==> config.mk <==
export PLATFORM = sky130hd
export DESIGN_NAME = mod_exp_seq
export DESIGN_NICKNAME = d
export VERILOG_FILES = /design/src/rtl/sm2_pkg.sv /design/src/rtl/mod_exp_seq.sv
export SDC_FILE = /design/constraint.sdc
export NUM_CORES = 2
export LEC_CHECK = 0
export ABC_AREA = 1
export BUFFER_PORTS_ARGS = -buffer_cell sky130_fd_sc_hd__buf_2
export CAP_MARGIN = 25
export CELL_PAD_IN_SITES_DETAIL_PLACEMENT = 2
export CELL_PAD_IN_SITES_GLOBAL_PLACEMENT = 2
export CORE_AREA = 2 2 606 608
export CTS_BUF_LIST = sky130_fd_sc_hd__clkbuf_16
export DETAILED_ROUTE_END_ITERATION = 12
export DIE_AREA = 0 0 608 610
export PLACE_DENSITY = 0.51
export SLEW_MARGIN = 25
export SYNTH_ARGS = -nofsm -noshare
export SYNTH_HDL_FRONTEND = slang
export SYNTH_SLANG_ARGS = --single-unit
==> constraint.sdc <==
create_clock -name clk -period 37.9 [get_ports clk]
set_input_delay 3.79 -clock clk [delete_from_list [all_inputs] [get_ports clk]]
set_output_delay 3.79 -clock clk [all_outputs]
set_load 0.005 [all_outputs]
==> src/rtl/sm2_pkg.sv <==
// Shared SM2 constants and the modular-exponentiation FSM encoding.
package sm2_pkg;

  localparam int SM2_W     = 256;
  localparam int SM2_CNT_W = 9;

  localparam logic [SM2_W-1:0] SM2_P =
    256'hFFFFFFFE_FFFFFFFF_FFFFFFFF_FFFFFFFF_FFFFFFFF_00000000_FFFFFFFF_FFFFFFFF;

  // Fermat inversion exponent: x^(p-2) == x^-1 mod p
  localparam logic [SM2_W-1:0] SM2_P_MINUS_2 = SM2_P - 256'd2;

  typedef enum logic [2:0] {
    EXP_IDLE     = 3'd0,
    EXP_SCAN     = 3'd1,
    EXP_SQR_REQ  = 3'd2,
    EXP_SQR_WAIT = 3'd3,
    EXP_MUL_REQ  = 3'd4,
    EXP_MUL_WAIT = 3'd5,
    EXP_DONE     = 3'd6
  } exp_state_e;

endpackage

==> src/rtl/mod_exp_seq.sv <==
// Left-to-right square-and-multiply exponentiation driving an external
// modular multiplier, one request outstanding at a time.
//
//  state    | meaning
//  ---------+--------------------------------------------------------------
//  IDLE     | waiting for exp_vld_i
//  SCAN     | skipping leading zero exponent bits; first 1 loads acc=base
//  SQR_REQ  | issue acc*acc
//  SQR_WAIT | wait for square; next bit decides multiply or continue
//  MUL_REQ  | issue acc*base
//  MUL_WAIT | wait for multiply; bit consumed
//  DONE     | publish result, fin pulse follows
module mod_exp_seq
  import sm2_pkg::*;
#(
  parameter int W     = SM2_W,
  parameter int CNT_W = SM2_CNT_W
) (
  input  logic         clk,
  input  logic         rst,
  input  logic         exp_vld_i,
  input  logic [W-1:0] exp_base_i,
  input  logic [W-1:0] exp_e_i,
  output logic         exp_busy_o,
  output logic         exp_fin_o,
  output logic [W-1:0] exp_r_o,
  output logic         mul_vld_o,
  output logic [W-1:0] mul_a_o,
  output logic [W-1:0] mul_b_o,
  input  logic         mul_fin_i,
  input  logic [W-1:0] mul_r_i
);

  localparam logic [W-1:0]     ONE     = {{(W-1){1'b0}}, 1'b1};
  localparam logic [CNT_W-1:0] CNT_TOP = CNT_W'(W);

  exp_state_e       state_q, state_d;
  logic [W-1:0]     acc_q, acc_d;
  logic [W-1:0]     base_q, base_d;
  logic [W-1:0]     e_q, e_d;
  logic [CNT_W-1:0] cnt_q, cnt_d;
  logic [W-1:0]     r_q, r_d;
  logic             fin_q, fin_d;

  logic [CNT_W-1:0] cnt_dec;
  logic             last_bit;

  assign cnt_dec  = cnt_q - CNT_W'(1);
  assign last_bit = (cnt_dec == '0);

  // State and datapath registers; reset aborts any run without a fin pulse.
  always_ff @(posedge clk or posedge rst) begin
    if (rst) begin
      state_q <= EXP_IDLE;
      acc_q   <= '0;
      base_q  <= '0;
      e_q     <= '0;
      cnt_q   <= '0;
      r_q     <= '0;
      fin_q   <= 1'b0;
    end else begin
      state_q <= state_d;
      acc_q   <= acc_d;
      base_q  <= base_d;
      e_q     <= e_d;
      cnt_q   <= cnt_d;
      r_q     <= r_d;
      fin_q   <= fin_d;
    end
  end

  // Next-state, exponent-bit consumption and multiplier request strobe.
  always_comb begin
    state_d   = state_q;
    acc_d     = acc_q;
    base_d    = base_q;
    e_d       = e_q;
    cnt_d     = cnt_q;
    r_d       = r_q;
    fin_d     = 1'b0;
    mul_vld_o = 1'b0;
    unique case (state_q)
      EXP_IDLE: begin
        if (exp_vld_i) begin
          base_d = exp_base_i;
          e_d    = exp_e_i;
          cnt_d  = CNT_TOP;
          if (exp_e_i == '0) begin
            acc_d   = ONE;
            state_d = EXP_DONE;
          end else begin
            state_d = EXP_SCAN;
          end
        end
      end
      EXP_SCAN: begin
        e_d   = e_q << 1;
        cnt_d = cnt_dec;
        if (e_q[W-1]) begin
          acc_d   = base_q;
          state_d = last_bit ? EXP_DONE : EXP_SQR_REQ;
        end
      end
      EXP_SQR_REQ: begin
        mul_vld_o = 1'b1;
        state_d   = EXP_SQR_WAIT;
      end
      EXP_SQR_WAIT: begin
        if (mul_fin_i) begin
          acc_d = mul_r_i;
          // a set bit is consumed only after its multiply completes
          if (e_q[W-1]) begin
            state_d = EXP_MUL_REQ;
          end else begin
            e_d     = e_q << 1;
            cnt_d   = cnt_dec;
            state_d = last_bit ? EXP_DONE : EXP_SQR_REQ;
          end
        end
      end
      EXP_MUL_REQ: begin
        mul_vld_o = 1'b1;
        state_d   = EXP_MUL_WAIT;
      end
      EXP_MUL_WAIT: begin
        if (mul_fin_i) begin
          acc_d   = mul_r_i;
          e_d     = e_q << 1;
          cnt_d   = cnt_dec;
          state_d = last_bit ? EXP_DONE : EXP_SQR_REQ;
        end
      end
      EXP_DONE: begin
        r_d     = acc_q;
        fin_d   = 1'b1;
        state_d = EXP_IDLE;
      end
      default: state_d = EXP_IDLE;
    endcase
  end

  // Operands are driven only while a request is in flight, zero otherwise.
  always_comb begin
    mul_a_o = '0;
    mul_b_o = '0;
    unique case (state_q)
      EXP_SQR_REQ, EXP_SQR_WAIT: begin
        mul_a_o = acc_q;
        mul_b_o = acc_q;
      end
      EXP_MUL_REQ, EXP_MUL_WAIT: begin
        mul_a_o = acc_q;
        mul_b_o = base_q;
      end
      default: begin
        mul_a_o = '0;
        mul_b_o = '0;
      end
    endcase
  end

  // fin is registered, so busy must also cover the IDLE cycle carrying it.
  assign exp_busy_o = (state_q != EXP_IDLE) || fin_q;
  assign exp_fin_o  = fin_q;
  assign exp_r_o    = r_q;

endmodule
Word level (Yosys, flattened, before mapping). Cells that the tools add are included.

Equal/unequal tests: 13. Reductions and logical operators: 17. Multiplexer cells: 27. $add $sub $neg: 1.

Operators with widths (number): $mux W256 (9); $pmux W256 S4 (1); $pmux W256 S3 (1); $pmux W256 S2 (1); $logic_not A256 Y1 (1); $mux W9 (4); $pmux W9 S4 (1); $mux W3 (7); $pmux W3 S6 (1); $ne A2 B2 Y1 const B (6); $reduce_and A5 Y1 (2); $eq A3 B3 Y1 const B (3); $logic_not A9 Y1 (1); $sub A9 B1 Y9 const B (1); $reduce_and A4 Y1 (2); $reduce_or A2 Y1 (4); $eq A3 B2 Y1 const B (2); $reduce_bool A3 Y1 (2); $reduce_bool A4 Y1 (1); $reduce_or A4 Y1 (1); $eq A3 B1 Y1 const B (1); $logic_not A3 Y1 (1); $mux W1 (2); $ne A2 B1 Y1 const B (1); 2 further kinds (2).

Output and inout port bits: 771. Input bits: 772. Register bits after elaboration: 1037.

Depth between registers and ports, before layout.
Word-level depth: 6. Depth in mapped cells: 14. Gate-level depth less buffers: 13.

Worst setup path after synthesis. No wires, ideal clock.

Path kind: register to output. Start: register state_q[0]. End: output port mul_a_o[100]. Path buffers: 2. Arrival time: 1495 ps. Path slack: 32615 ps. Required time: 34110 ps. Cell stages (with the launch flop): 11. Cells stage by stage: dfrtp_1 inv_2 nor2_2 inv_2 o21ai_0 inv_1 nand2_1 clkbuf_1 buf_2 nand2_1 inv_1.

Longest elaborated chain between the ends: 3. Elaborated cells on any way between the ends: 6.

RTL lines: start: declaration (line mod_exp_seq.sv:37) `exp_state_e state_q, state_d;`; start signal: assignment (line mod_exp_seq.sv:62) `state_q <= state_d;`; $eq A3 B3 Y1 / $eq A3 B2 Y1 (equally long branches) (line mod_exp_seq.sv:146) `unique case (state_q)`; $reduce_or A4 Y1 (no source line) (*); $mux W256 (*) (line mod_exp_seq.sv:146); end: declaration (line mod_exp_seq.sv:28) `output logic [W-1:0] mul_a_o,`.

Mark *: on every way between the ends. The rest lies on a longest branch, timed or not.

Worst setup path in the final report.
Start: register state_q[0]. End: output port mul_a_o[96].

Same word-level chain as after synthesis.

==> flow_metrics.py <==
metrics = {
    "synthesis": {
        "yosysTopAreaCellShare_pct": 53.1,
        "synth_seq_area_share_pct": 53.1,
        "synth-seq-cells": 1037,
        "ys.flop_type": "dfrtp_1",
        "yosysMostFrequentCell": "nand2_1",
        "yosys-top-cells-area": "dfrtp_1, nand2_1, o21ai_0, inv_1, o22ai_1",
        "synth_area_sq_um": 48900,
        "postSynthAreaPerCell_sq_um": 7.94,
        "syn_nets": 6928,
        "yosysUniqueCellTypes": 27,
        "yosys_warnings": 0,
        "async_flop_share_pct": 100,
        "synth_common_cells": "nand2_1, inv_1, dfrtp_1",
        "synth_edf_count": 0,
        "yosys.area.top_type": "dfrtp_1",
        "syn_inst": 6154,
    },
    "placed_design": {
        "place_congestion": 0.936,
        "io_buffers": 1542,
        "place_area_sq_um": 61500,
        "dp_hpwl_um": 300000,
    },
    "timing": {
        "holdWs_ns": 0.482,
        "setup_tns_ns": 0,
        "tightest_slew_ns": 1.08,
        "fin_crit_sh_pct": 23.4,
        "fmax_ghz": 0.113,
        "finalSetupViolCount": 0,
        "drv_slew": 0,
        "final_hold_viol_count": 0,
        "fin_worst_skew_ns": 0.0450,
        "min_period_ns": 8.85,
        "rsz0062_at_grt": "no",
        "slew_headroom_pct": 27.8,
    },
    "setup_path": {
        "start_kind": "flop",
        "path_class": "flop to primary output",
        "critPathTopFamily": "buffers and inverters",
        "crit_arrival_ns": 5.06,
        "path_max_fanout": 66,
        "path_cells": "inv_2 -> nor2_2 -> inv_2 -> o21ai_0 -> inv_8 -> nand2_4 -> buf_4 -> buf_4 -> nand2_1 -> inv_1 -> buf_2",
        "timing.critical_path.slowest_stage_cell": "buf_4",
        "required_ns": 34.11,
        "cpPeakStageDelay_ns": 0.85,
        "cp.buffers_inverters": 7,
        "worstSetupEndpointType": "primary output",
    },
    "clocking": {
        "cts_hold_buf": 0,
        "tritoncts": "built",
        "cts_root_buffer": "clkbuf_16",
        "cts.reportedPaths.clkPinSlew_ns": 0.06,
        "clk_path_buf_depth": 4,
        "htreeDepth": 4,
        "post_cts_buffers": 0,
        "cts_resized": 0,
        "cts.sinks": 1037,
        "cts_made_buffers": 157,
        "clk_latency_ns": 0.85,
    },
    "run_status": {
        "status": "completed",
    },
    "grt": {
        "track_usage_pct": 20.1,
        "gr-total-overflow": 0,
        "gr-usage-met1_pct": 24.5,
        "grt_max_degree": 216,
        "met2_usage_pct": 34.5,
        "grt_antenna_before_repair": 268,
        "top_usage_layer": "met2",
        "grt_first_pass_wirelength_um": 512000,
        "grt_util_met3_pct": 4.10,
        "grt_pass1_vias": 54300,
    },
    "power": {
        "power_leakage_nw": 33.7,
        "clkPwrFrac_pct": 23.5,
        "p_int_mw": 3.06,
        "p_sw_mw": 3.00,
        "ir_drop_mv": 0.119,
        "seq_power_share_pct": 29.3,
        "power_mw": 6.07,
        "swShare_pct": 49.5,
        "p_per_area_nw_per_um2": 91.2,
        "power_frac_comb_pct": 47.2,
    },
    "cells_and_area": {
        "fin_area_sq_um": 66600,
        "regArea_sq_um": 25900,
        "multi_input_area_sq_um": 17000,
        "final_nets": 8276,
        "drive_gt1_share_pct": 24.2,
        "syn_to_final_growth_pct": 36.2,
        "fill_cells": 42800,
    },
    "drt": {
        "routedWlPerCell_um": 30.7,
        "ant_nets": 0,
        "vias_per_cell": 4.07,
        "drc": 0,
        "drtPass1Iterations": 6,
        "drt_iter0_markers": 3326,
        "wl_um": 384000,
        "dr_total_vias": 50900,
    },
    "floorplan": {
        "rows": 222,
        "io_pins": 1543,
        "die_w_um": 608,
        "dieHeight_um": 610,
        "start_util_pct": 13.4,
        "core-area_sq_um": 364000,
        "dieArea_sq_um": 371000,
    },
    "run": {
        "cap_violations": 0,
    },
    "hold_path": {
        "min_path_type": "flop to flop",
    },
}
## worst register-to-register path: stages, from the launching register on
cell     delay, ns
dfrtp_1       0.44
inv_2         0.08
nor2_2        0.12
inv_2         0.10
nor2_4        0.71
inv_2         0.25
nor2_1        0.20
nor2_1        0.17
nand2_8       0.62
buf_4         0.86
buf_4         0.52
buf_16        0.31
buf_4         0.65
nand2_1       0.13
o21ai_1       0.12
## power by group through the flow
stage / sequential (mW) / combinational [mW] / clock, mW
after detailed placement: 1.80 / 2.91 / 0
after CTS: 1.78 / 2.92 / 1.49
after floorplan: 1.72 / 1.56 / 0
final: 1.78 / 2.86 / 1.43
after global placement: 1.78 / 2.85 / 0
after global routing: 1.83 / 3.16 / 1.52
## cells by family (layout without fill, tap and decap cells)
kind of cell	after synthesis	after routing	share of synthesized area [%]
DFF	1037	1037	53.1
AOI/OAI and AO/OA	1809	1809	20.7
adders and majority gates	2	2	0.0512
other	0	76	0
xor gates and xnor gates	2	2	0.0359
buffers and inverters	1537	2999	12.3
and+or+nand+nor	1767	1767	13.8
## final timing paths
check	startpoint	endpoint	slack (ns)	depth (start not counted)
setup / recovery	state_q[0]	mul_a_o[96]	29.05	11
hold / removal	exp_r_o[218]	exp_r_o[218]	0.48	2
setup reg to reg	state_q[0]	acc_q[32]	32.57	14
hold reg to reg	exp_r_o[218]	exp_r_o[218]	0.48	2
max in group asynchronous	rst	acc_q[143]	31.00	6
min in group asynchronous	rst	acc_q[204]	3.06	2
## routing by layer
| metal | up-vias | wire length (um) |
|---|---|---|
| li1 | 22400 | - |
| met1 | 26100 | 160000 |
| met2 | 1634 | 187000 |
| met3 | 692 | 19900 |
| met4 | 44 | 16700 |
| met5 | - | 274 |
## stage by stage
stage | cells | setup WS, ns | util, %
finish | 12500 | 29.05 | 18.3
global route | 12500 | 28.75 | 18.2
CTS | 12400 | 28.96 | 18.2
detailed placement | 12200 | 29.41 | 16.9
global placement | 12200 | 29.40 | 16.9
floorplan | 6154 | 4.92 | -
## placed cells by master (no fill, tap or decap), types with 3 or more instances in the layout
cell type   synthesis  layout
nand2_1          1557    1555
buf_2             140    1542
inv_1            1105    1137
dfrtp_1          1037    1037
o21ai_0           851     851
o21ai_1           375     374
o22ai_1           323     318
a22oi_1           255     255
clkbuf_16           0     158
nor2_1            154     154
diode_2             0      76
buf_4               1      52
nand3_1            42      42
clkinv_1            1      37
clkinv_2            0      19
buf_12              0      12
inv_2              10       7
clkinvlp_4          0       7
bufinv_16           0       7
inv_8               0       5
o22ai_2             0       5
inv_6               0       4
clkinv_8            0       4
nor2_2              4       3
nor2_4              2       3
nor3_1              3       3
buf_16              0       3
## sequential cells by signal, indices dropped and copies added (netlist names)
register and count:
e_q 256, exp_fin_o 1, acc_q 256, base_q 256, state_q 3, exp_r_o 256, cnt_q 9
## final cells by class
type / count / share of cell area (%)
Antenna cell: 76 / 0.286
Clock buffer: 158 / 5.94
Clock inverter: 115 / 1.19
Inverter: 1116 / 6.36
Multi-Input combinational cell: 3580 / 25.5
Sequential cell: 1037 / 39.0
Tap cell: 4816 / 9.05
Timing Repair Buffer: 1610 / 12.7
Power figures use the tool's default switching activity.
